==> src/rtl/uart_pkg.sv <==
`default_nettype none
// +----------------------------------------------------------------------+
// | Module   : uart_pkg                                                   |
// | Purpose  : Shared constants for the UART baud generator: oversample  |
// |            ratios, oversample-counter width and the minimum legal     |
// |            integer divisor.                                           |
// | Revision : 1.0 - initial release                                      |
// +----------------------------------------------------------------------+
package uart_pkg;

  localparam int OS16        = 16;
  localparam int OS8         = 8;
  localparam int OS_CNT_W    = 4;
  localparam int DIV_INT_MIN = 2;

  // Terminal value of the oversample counter for the selected ratio.
  function automatic logic [OS_CNT_W-1:0] os_last(input logic os8);
    return os8 ? OS_CNT_W'(OS8 - 1) : OS_CNT_W'(OS16 - 1);
  endfunction

endpackage
`default_nettype wire

==> src/rtl/frac_accum.sv <==
`default_nettype none
// +----------------------------------------------------------------------+
// | Module   : frac_accum                                                 |
// | Purpose  : NB_FRAC-bit phase accumulator. Reports whether adding the  |
// |            fractional divisor to the current phase carries out; the   |
// |            sum (mod 2^NB_FRAC) is stored when a period completes.     |
// | Ports    : clk, reset (async, active-low)                             |
// |            clear  - force phase to zero (priority over step)          |
// |            step   - current period ends, store the new phase          |
// |            frac   - fractional divisor                                |
// |            carry  - current period is one clock longer                |
// | Revision : 1.0 - initial release                                      |
// +----------------------------------------------------------------------+
module frac_accum #(
  parameter int NB_FRAC = 4
) (
  input  logic               clk,
  input  logic               reset,
  input  logic               clear,
  input  logic               step,
  input  logic [NB_FRAC-1:0] frac,
  output logic               carry
);

  logic [NB_FRAC-1:0] phase;
  logic [NB_FRAC:0]   sum;

  assign sum   = {1'b0, phase} + {1'b0, frac};
  assign carry = sum[NB_FRAC];

  always_ff @(posedge clk or negedge reset) begin
    if (!reset) begin
      phase <= '0;
    end else if (clear) begin
      phase <= '0;
    end else if (step) begin
      phase <= sum[NB_FRAC-1:0];
    end
  end

endmodule
`default_nettype wire

==> src/rtl/baud_frac_gen.sv <==
`default_nettype none
// +----------------------------------------------------------------------+
// | Module   : baud_frac_gen                                              |
// | Purpose  : Fractional baud-rate generator. Emits an oversample tick   |
// |            every div_int + div_frac/2^NB_FRAC clocks on average and a |
// |            bit tick every 16 (or 8) oversample ticks. New divisors    |
// |            are staged in a one-deep pending slot and take effect at   |
// |            a bit boundary, or immediately while disabled.             |
// | Ports    : clk, reset (async, active-low), enable                     |
// |            cfg_valid/cfg_ready handshake, cfg_div_int, cfg_div_frac,  |
// |            cfg_os8 - configuration input                              |
// |            tick_os, tick_bit - one-cycle ticks                        |
// |            cfg_err - pulse when a too-small divisor was clamped       |
// | Revision : 1.0 - initial release                                      |
// +----------------------------------------------------------------------+
module baud_frac_gen
  import uart_pkg::*;
#(
  parameter int NB_INT       = 16,
  parameter int NB_FRAC      = 4,
  parameter int RST_DIV_INT  = 651,
  parameter int RST_DIV_FRAC = 1
) (
  input  logic               clk,
  input  logic               reset,
  input  logic               enable,
  input  logic               cfg_valid,
  output logic               cfg_ready,
  input  logic [NB_INT-1:0]  cfg_div_int,
  input  logic [NB_FRAC-1:0] cfg_div_frac,
  input  logic               cfg_os8,
  output logic               tick_os,
  output logic               tick_bit,
  output logic               cfg_err
);

  // Active configuration and the pending slot
  logic [NB_INT-1:0]  div_int, pend_int;
  logic [NB_FRAC-1:0] div_frac, pend_frac;
  logic               os8, pend_os8, pend_valid;

  // Counters and registered ticks
  logic [NB_INT-1:0]   cnt;
  logic [OS_CNT_W-1:0] os_cnt;
  logic                tick_os_q, tick_bit_q, cfg_err_q;

  logic               carry, period_end, bit_end, apply, accept;
  logic [NB_INT-1:0]  period_last;

  // Last count of the current period: div_int-1, or div_int on a phase
  // carry. Never exceeds 2^NB_INT-1 since div_int >= 2 after clamping.
  assign period_last = div_int - NB_INT'(1) + NB_INT'(carry);
  assign period_end  = enable && (cnt == period_last);
  assign bit_end     = period_end && (os_cnt == os_last(os8));
  assign apply       = pend_valid && (bit_end || !enable);
  assign cfg_ready   = !pend_valid;
  assign accept      = cfg_valid && cfg_ready;

  // Gating with enable makes the ticks drop in the same cycle enable does.
  assign tick_os  = tick_os_q && enable;
  assign tick_bit = tick_bit_q && enable;
  assign cfg_err  = cfg_err_q;

  frac_accum #(
    .NB_FRAC (NB_FRAC)
  ) u_frac_accum (
    .clk   (clk),
    .reset (reset),
    .clear (apply || !enable),
    .step  (period_end),
    .frac  (div_frac),
    .carry (carry)
  );

  always_ff @(posedge clk or negedge reset) begin
    if (!reset) begin
      cnt        <= '0;
      os_cnt     <= '0;
      tick_os_q  <= 1'b0;
      tick_bit_q <= 1'b0;
    end else if (!enable) begin
      cnt        <= '0;
      os_cnt     <= '0;
      tick_os_q  <= 1'b0;
      tick_bit_q <= 1'b0;
    end else begin
      tick_os_q  <= period_end;
      tick_bit_q <= bit_end;
      if (period_end) begin
        cnt    <= '0;
        // An apply while enabled only happens at bit_end, so wrapping
        // here also covers clearing the oversample count on apply.
        os_cnt <= bit_end ? '0 : os_cnt + OS_CNT_W'(1);
      end else begin
        cnt    <= cnt + NB_INT'(1);
      end
    end
  end

  always_ff @(posedge clk or negedge reset) begin
    if (!reset) begin
      div_int    <= NB_INT'(RST_DIV_INT);
      div_frac   <= NB_FRAC'(RST_DIV_FRAC);
      os8        <= 1'b0;
      pend_int   <= '0;
      pend_frac  <= '0;
      pend_os8   <= 1'b0;
      pend_valid <= 1'b0;
      cfg_err_q  <= 1'b0;
    end else begin
      cfg_err_q <= accept && (cfg_div_int < NB_INT'(DIV_INT_MIN));
      // apply needs pend_valid and accept needs !pend_valid: exclusive
      if (apply) begin
        div_int    <= pend_int;
        div_frac   <= pend_frac;
        os8        <= pend_os8;
        pend_valid <= 1'b0;
      end else if (accept) begin
        pend_int   <= (cfg_div_int < NB_INT'(DIV_INT_MIN)) ? NB_INT'(DIV_INT_MIN)
                                                          : cfg_div_int;
        pend_frac  <= cfg_div_frac;
        pend_os8   <= cfg_os8;
        pend_valid <= 1'b1;
      end
    end
  end

endmodule
`default_nettype wire

==> config.mk <==
export PLATFORM = sky130hd
export DESIGN_NAME = baud_frac_gen
export DESIGN_NICKNAME = d
export VERILOG_FILES = /design/src/rtl/uart_pkg.sv /design/src/rtl/frac_accum.sv /design/src/rtl/baud_frac_gen.sv
export SDC_FILE = /design/constraint.sdc
export NUM_CORES = 1
export LEC_CHECK = 0
export CAP_MARGIN = 10
export CORE_ASPECT_RATIO = 0.6
export CORE_MARGIN = 3
export CORE_UTILIZATION = 45
export DETAILED_ROUTE_END_ITERATION = 10
export GPL_TIMING_DRIVEN = 1
export HOLD_SLACK_MARGIN = 0.03
export PLACE_DENSITY = 0.64
export SKIP_LAST_GASP = 1
export SYNTH_ARGS = -nofsm -noshare
export SYNTH_HDL_FRONTEND = slang
export SYNTH_SLANG_ARGS = --single-unit
==> constraint.sdc <==
create_clock -name clk -period 5.2 [get_ports clk]
set_clock_uncertainty 0.1 [all_clocks]
set_input_delay 1.04 -clock clk [delete_from_list [all_inputs] [get_ports clk]]
set_output_delay 1.04 -clock clk [all_outputs]
set_load 0.005 [all_outputs]
==> run_results.csv, run 1 <==
group,metric,value,unit
global_route,grt.overflow.total,0,
global_route,grt_pass1_vias,3043,
detailed_routing,drcViolationCount,0,
place,hpwl,6760,um
synthesis,ys.flop_type,"dfrtp_1",
clocking,clockBufferDepth,2,
worst_hold_path,min_path_type,"reg -> reg",
clocking,cts-root-buf,"clkbuf_16",
finish,syn_to_final_growth,16.7,%
clocking,clkSlewWorstSetupHoldPaths,0.05,ns
floorplanning,ios,29,
clocking,numCtsBuffers,9,
synthesis,ys_top_cells_by_count,"dfrtp_1 (64), nand3_1 (34), clkbuf_1 (29), nand4_1 (29), xnor2_1 (24)",
clocking,hold_buffers,0,
synthesis,synth_cells,404,
floorplanning,rows,26,
outcome,outcome,"completed",
place,placed_area,0.00440,sq mm
sta,relSlewSlack,28.6,%
sta,rsz0062_at_grt,"no",
sta,tns,0,ns
floorplanning,start_util,46.8,%
synthesis,synth_area_leader_cell,"dfrtp_1",
worst_setup_path,arrival,4.48,ns
sta,whs,0.430,ns
floorplanning,coreArea,0.00862,sq mm
global_route,grt_use_total,20.9,%
synthesis,yosys_warnings,0,
detailed_routing,wire_per_inst,18.8,um
finish,utilization,54.7,%
synthesis,avgSynthCellArea,9.99,sq um
synthesis,synth.cell_area,0.00404,sq mm
synthesis,synth-seq-cells,70,
detailed_routing,initialDrtViolationCount,340,
sta,max_slew.worst_pin.slew,1.07,ns
synthesis,syn-num-nets,438,
sta,fmax,0.230,GHz
sta,finalCritPeriodShare,83.7,%
synthesis,ys_async_sr_fraction,100,%
global_route,grt_max_degree,42,
clocking,cts_resized,0,
sta,drv_slew,0,
finish,drive_above_1_share,13.7,%
power_and_ir_drop,peakVddDrop,0.000205,V
clocking,post_cts_buffers,0,
place,gp_congestion,0.900,
global_route,antenna_found_initial,0,
floorplanning,die_x,128,um
detailed_routing,drtPass1Iterations,5,
sta,fin_crit,4.35,ns
power_and_ir_drop,powerDensity,342,mW/mm^2
finish,n_antenna_cell,0,
sta,final-hold-violation-count,0,
worst_setup_path,worstSetupEndpointType,"flip-flop",
synthesis,synth-seq-area-share,43.6,%
place,port_buffers,28,
detailed_routing,drtAntennaViolNets,0,
synthesis,yosys.area.top_type_share,39.7,%
worst_setup_path,critical_path.startpoint_type,"flip-flop",
clocking,cts_tree,"done",
detailed_routing,routed_wl,10100,um
clocking,cts_sinks,70,
finish,final_nets,452,
sta,setup_viol,0,
global_route,grt_pass1_wl,16500,um
synthesis,synth_edf_count,0,
worst_setup_path,worstPathMaxFanout,17,
detailed_routing,viasPerCell,6.14,
synthesis,synth.distinct_cells,50,
clocking,htree_levels,3,
floorplanning,dieHeight,79.4,um
floorplanning,die-area,0.0102,sq mm
power_and_ir_drop,p_leak,0.00193,uW
clocking,insertion_delay,0.33,ns
worst_setup_path,path_class,"reg -> reg",
worst_setup_path,cp.required,5.33,ns
run,max-cap-violations,0,
synthesis,synth.most_common_cell,"dfrtp_1",
synthesis,synth_area_leaders,"dfrtp_1 (40%), mux2_2 (5.6%), xnor2_1 (5.2%)",
finish,final_area,0.00471,sq mm
detailed_routing,vias,3287,
==> sequential cells by signal (all words and copies together), names as in the netlist <==
signal,flops
pend_valid,1
os8,1
u_frac_accum.phase,4
cnt,16
os_cnt,4
tick_bit_q,1
pend_frac,4
pend_os8,1
div_frac,4
pend_int,16
tick_os_q,1
div_int,16
cfg_err,1
==> cells by family (layout without fill, tap and decap cells) <==
| family | count (synthesis) | in the layout | share of synthesized area (%) |
|---|---|---|---|
| AO/OA/AOI/OAI | 75 | 75 | 13.1 |
| flip-flops | 70 | 70 | 43.6 |
| buffers and inverters | 40 | 59 | 3.81 |
| AND/OR/NAND/NOR | 146 | 146 | 21.4 |
| adder cells (fa/ha/maj) | 9 | 9 | 2.98 |
| multiplexers | 22 | 22 | 6.07 |
| XOR/XNOR | 42 | 42 | 9.11 |
==> worst max-delay path, stage by stage (launching register included) <==
cell      delay [ns]
dfstp_2         0.37
ha_1            0.23
fa_1            0.42
a21o_1          0.18
a21oi_1         0.15
ha_1            0.24
ha_1            0.29
and2b_2         0.25
nand4b_1        0.17
mux2_2          0.28
mux2i_1         0.09
or4b_1          0.54
or2_0           0.51
o41ai_2         0.41
==> routing by layer <==
metal  GRT usage [%]  share of wire (%)  up-vias
li1                -                  -     1544
met3            6.02                7.8       11
met2            27.2                 39      129
met5               0                  0        -
met4            4.45               0.93        0
met1            33.3                 52     1603
==> layout make-up <==
type                            instances  area [sq um]
Tap cell                              112           140
Multi-Input combinational cell        294          2130
Fill cell                             789          3910
Clock buffer                           11           233
Timing Repair Buffer                   37           343
Clock inverter                          5          83.8
Sequential cell                        70          1760
Inverter                                6          22.5
==> cells in the final DEF (no fill, tap or decap), types with 4 or more instances in the layout <==
master	n
dfrtp_1	64
nand3_1	34
nand4_1	29
clkdlybuf4s50_1	27
xnor2_1	24
o211ai_1	21
a22oi_1	21
mux2_2	20
xor2_1	18
and3_1	18
nor2_1	14
nand2_1	13
a21oi_1	11
o21ai_0	9
clkbuf_16	9
buf_4	9
ha_1	8
inv_1	6
nor4_1	6
dfstp_2	6
nor3_1	5
nand4b_1	4
and2_1	4
==> through the flow <==
stage	instances	total power, uW	worst slack [ns]
floorplan	404	872	1.33
global placement	519	957	1.05
detailed placement	519	968	0.880
CTS	535	1630	0.856
global route	535	1690	0.606
finish	535	1610	0.850
==> worst paths after layout <==
path / to / slack [ns] / start / cells past startpoint
min reg2reg: os_cnt[3] / 0.43 / os_cnt[3] / 1
min: os_cnt[3] / 0.43 / os_cnt[3] / 1
max: os_cnt[3] / 0.85 / div_frac[0] / 13
min in group asynchronous: cnt[14] / 0.65 / reset / 1
max in group asynchronous: div_int[7] / 3.33 / reset / 2
max reg2reg: os_cnt[3] / 0.85 / div_frac[0] / 13
==> power breakdown <==
| group | total [uW] | internal (uW) | switching, uW | leakage [uW] |
|---|---|---|---|---|
| clock | 649 | 421 | 229 | 0.000146 |
| combinational | 248 | 131 | 117 | 0.000934 |
| sequential | 715 | 622 | 93.1 | 0.000846 |
No activity file was read; power rests on OpenSTA's default activity.
==> run 2: changes to the inputs <==
--- a/config.mk
+++ b/config.mk
@@ -12,7 +12,7 @@
 export DETAILED_ROUTE_END_ITERATION = 10
 export GPL_TIMING_DRIVEN = 1
 export HOLD_SLACK_MARGIN = 0.03
-export PLACE_DENSITY = 0.64
+export PLACE_DENSITY = 0.66
 export SKIP_LAST_GASP = 1
 export SYNTH_ARGS = -nofsm -noshare
 export SYNTH_HDL_FRONTEND = slang
==> constraint.sdc (replaced) <==
create_clock -name clk -period 3.9 [get_ports clk]
set_clock_uncertainty 0.1 [all_clocks]
set_input_delay 0.78 -clock clk [delete_from_list [all_inputs] [get_ports clk]]
set_output_delay 0.78 -clock clk [all_outputs]
set_load 0.005 [all_outputs]
==> run 2 against run 1 <==
  * Final cell count grew 3.6%
  * Die area is the same
  * Worst hold slack lost 0.011 ns
  * Critical path depth grew 2
  * Global-route usage grew 0.40 points
  * Non-clock buffer count grew 19
  * First-iteration DRC count shrank 7.6%
  * Sequential share of layout area shrank 1.8 points
  * Worst setup slack lost 0.71 ns
  * Critical path type unchanged
  * Critical endpoint is now os_cnt[2]
==> run_results.csv, run 2 (synthesized netlist as in run 1, its figures left out) <==
group,metric,value,unit
clocking,insertion_delay,0.33,ns
worst_setup_path,crit_start,"u_frac_accum.phase[0]",
sta,setup_viol,0,
finish,largestRegisters,"cnt: 16 flops, div_int: 16 flops, pend_int: 16 flops",
detailed_routing,drcViolationCount,0,
detailed_routing,vias,3326,
clocking,cts_sinks,70,
run,max-cap-violations,0,
floorplanning,rows,26,
sta,drv_slew,0,
finish,mostFrequentLayoutCells,"dfrtp_1 (64), nand3_1 (34), nand4_1 (29)",
worst_setup_path,worstPathMaxFanout,7,
sta,final-hold-violation-count,0,
finish,mostFrequentLayoutCell,"dfrtp_1",
sta,fmax,0.266,GHz
global_route,grt.overflow.total,0,
sta,rsz0062_at_grt,"no",
sta,finalCritPeriodShare,96.4,%
outcome,outcome,"completed",
clocking,cts_tree,"done",
power_and_ir_drop,p_leak,0.00207,uW
finish,drive_above_1_share,20.6,%
detailed_routing,initialDrtViolationCount,314,
sta,max_slew.worst_pin.slew,0.906,ns
clocking,cts-root-buf,"clkbuf_16",
worst_setup_path,critical_path.startpoint_type,"flip-flop",
finish,n_antenna_cell,0,
global_route,grt_use_total,21.3,%
place,hpwl,6940,um
power_and_ir_drop,powerDensity,442,mW/mm^2
floorplanning,dieHeight,79.4,um
finish,syn_to_final_growth,22.7,%
sta,fin_crit,3.76,ns
clocking,clockBufferDepth,2,
global_route,grt_pass1_wl,16800,um
detailed_routing,viasPerCell,6.00,
global_route,grt_pass1_vias,3118,
worst_setup_path,reg2reg_from,"u_frac_accum.phase[0]",
place,gp_congestion,0.891,
detailed_routing,routed_wl,10100,um
floorplanning,start_util,46.8,%
place,placed_area,0.00448,sq mm
sta,whs,0.420,ns
worst_setup_path,path_class,"reg -> reg",
detailed_routing,wire_per_inst,18.3,um
floorplanning,ios,29,
worst_hold_path,holdCritStartpoint,"os_cnt[3]",
sta,relSlewSlack,39.6,%
global_route,antenna_found_initial,0,
clocking,htree_levels,3,
clocking,numCtsBuffers,9,
finish,final_area,0.00496,sq mm
detailed_routing,drtPass1Iterations,4,
detailed_routing,drtAntennaViolNets,0,
floorplanning,die_x,128,um
finish,final_nets,471,
power_and_ir_drop,peakVddDrop,0.000228,V
place,dp_slack,-0.0542,ns
place,port_buffers,28,
global_route,grt_max_degree,71,
floorplanning,coreArea,0.00862,sq mm
clocking,clkSlewWorstSetupHoldPaths,0.06,ns
worst_hold_path,min_path_type,"reg -> reg",
worst_setup_path,arrival,3.92,ns
worst_setup_path,cp.required,4.06,ns
floorplanning,die-area,0.0102,sq mm
sta,setup_slack,0.142,ns
worst_setup_path,worstSetupEndpointType,"flip-flop",
[run 2: through the flow]
| stage | power (uW) | TNS (ns) | util (%) | instances |
|---|---|---|---|---|
| floorplan | 1160 | 0 | - | 404 |
| global placement | 1290 | 0 | 52.0 | 531 |
| detailed placement | 1300 | -0.478 | 52.0 | 531 |
| CTS | 2190 | 0 | 56.0 | 548 |
| global route | 2300 | 0 | 57.5 | 554 |
| finish | 2190 | 0 | 57.5 | 554 |
[run 2: area by class of cell]
| class | instances | area, sq um |
|---|---|---|
| clock inverters | 7 | 96.3 |
| inverters | 6 | 22.5 |
| fillers | 728 | 3660 |
| repair buffers | 56 | 505 |
| well taps | 112 | 140 |
| flip-flops and latches | 70 | 1760 |
| clock buffers | 9 | 225 |
| multi-input cells | 294 | 2210 |
[run 2: layer usage]
layer	GRT usage (%)	up-vias	wire, um
met4	4.77	0	106
li1	-	1577	-
met5	0	-	0
met3	5.08	11	560
met2	27.6	106	4000
met1	34.6	1632	5460
[run 2: power by group]
part	leakage (uW)	switching, uW	internal [uW]
Clock	0.000160	319	563
Sequential	0.000846	130	829
Combinational	0.00107	161	190
[run 2: worst max-delay path, cell delays in order, from the launching register on]
cell	delay, ns
dfrtp_1	0.38
ha_2	0.19
fa_2	0.36
a21o_1	0.17
a21oi_2	0.12
ha_2	0.22
ha_4	0.15
and2b_2	0.19
buf_4	0.12
buf_4	0.11
nand4_1	0.13
xnor2_2	0.22
or4b_4	0.56
buf_8	0.15
or4_1	0.39
a21oi_1	0.12
[run 2: final timing paths]
check / endpoint / slack, ns / cells past startpoint
worst max-delay path: os_cnt[2] / 0.14 / 15
worst min-delay path: os_cnt[3] / 0.42 / 1
worst max register to register: os_cnt[2] / 0.14 / 15
worst min register to register: os_cnt[3] / 0.42 / 1
max in group asynchronous: pend_frac[3] / 2.54 / 2
min in group asynchronous: cnt[10] / 0.52 / 2
[run 2: repair_timing]
| item | CTS | global route |
|---|---|---|
| pin swaps | 0 | 12 |
| setup endpoints to repair | 24 | 45 |
| cloned | 0 | 0 |
| setup buffers | 1 | 6 |
| resized for setup | 5 | 17 |
| hold buffers | 0 | 0 |
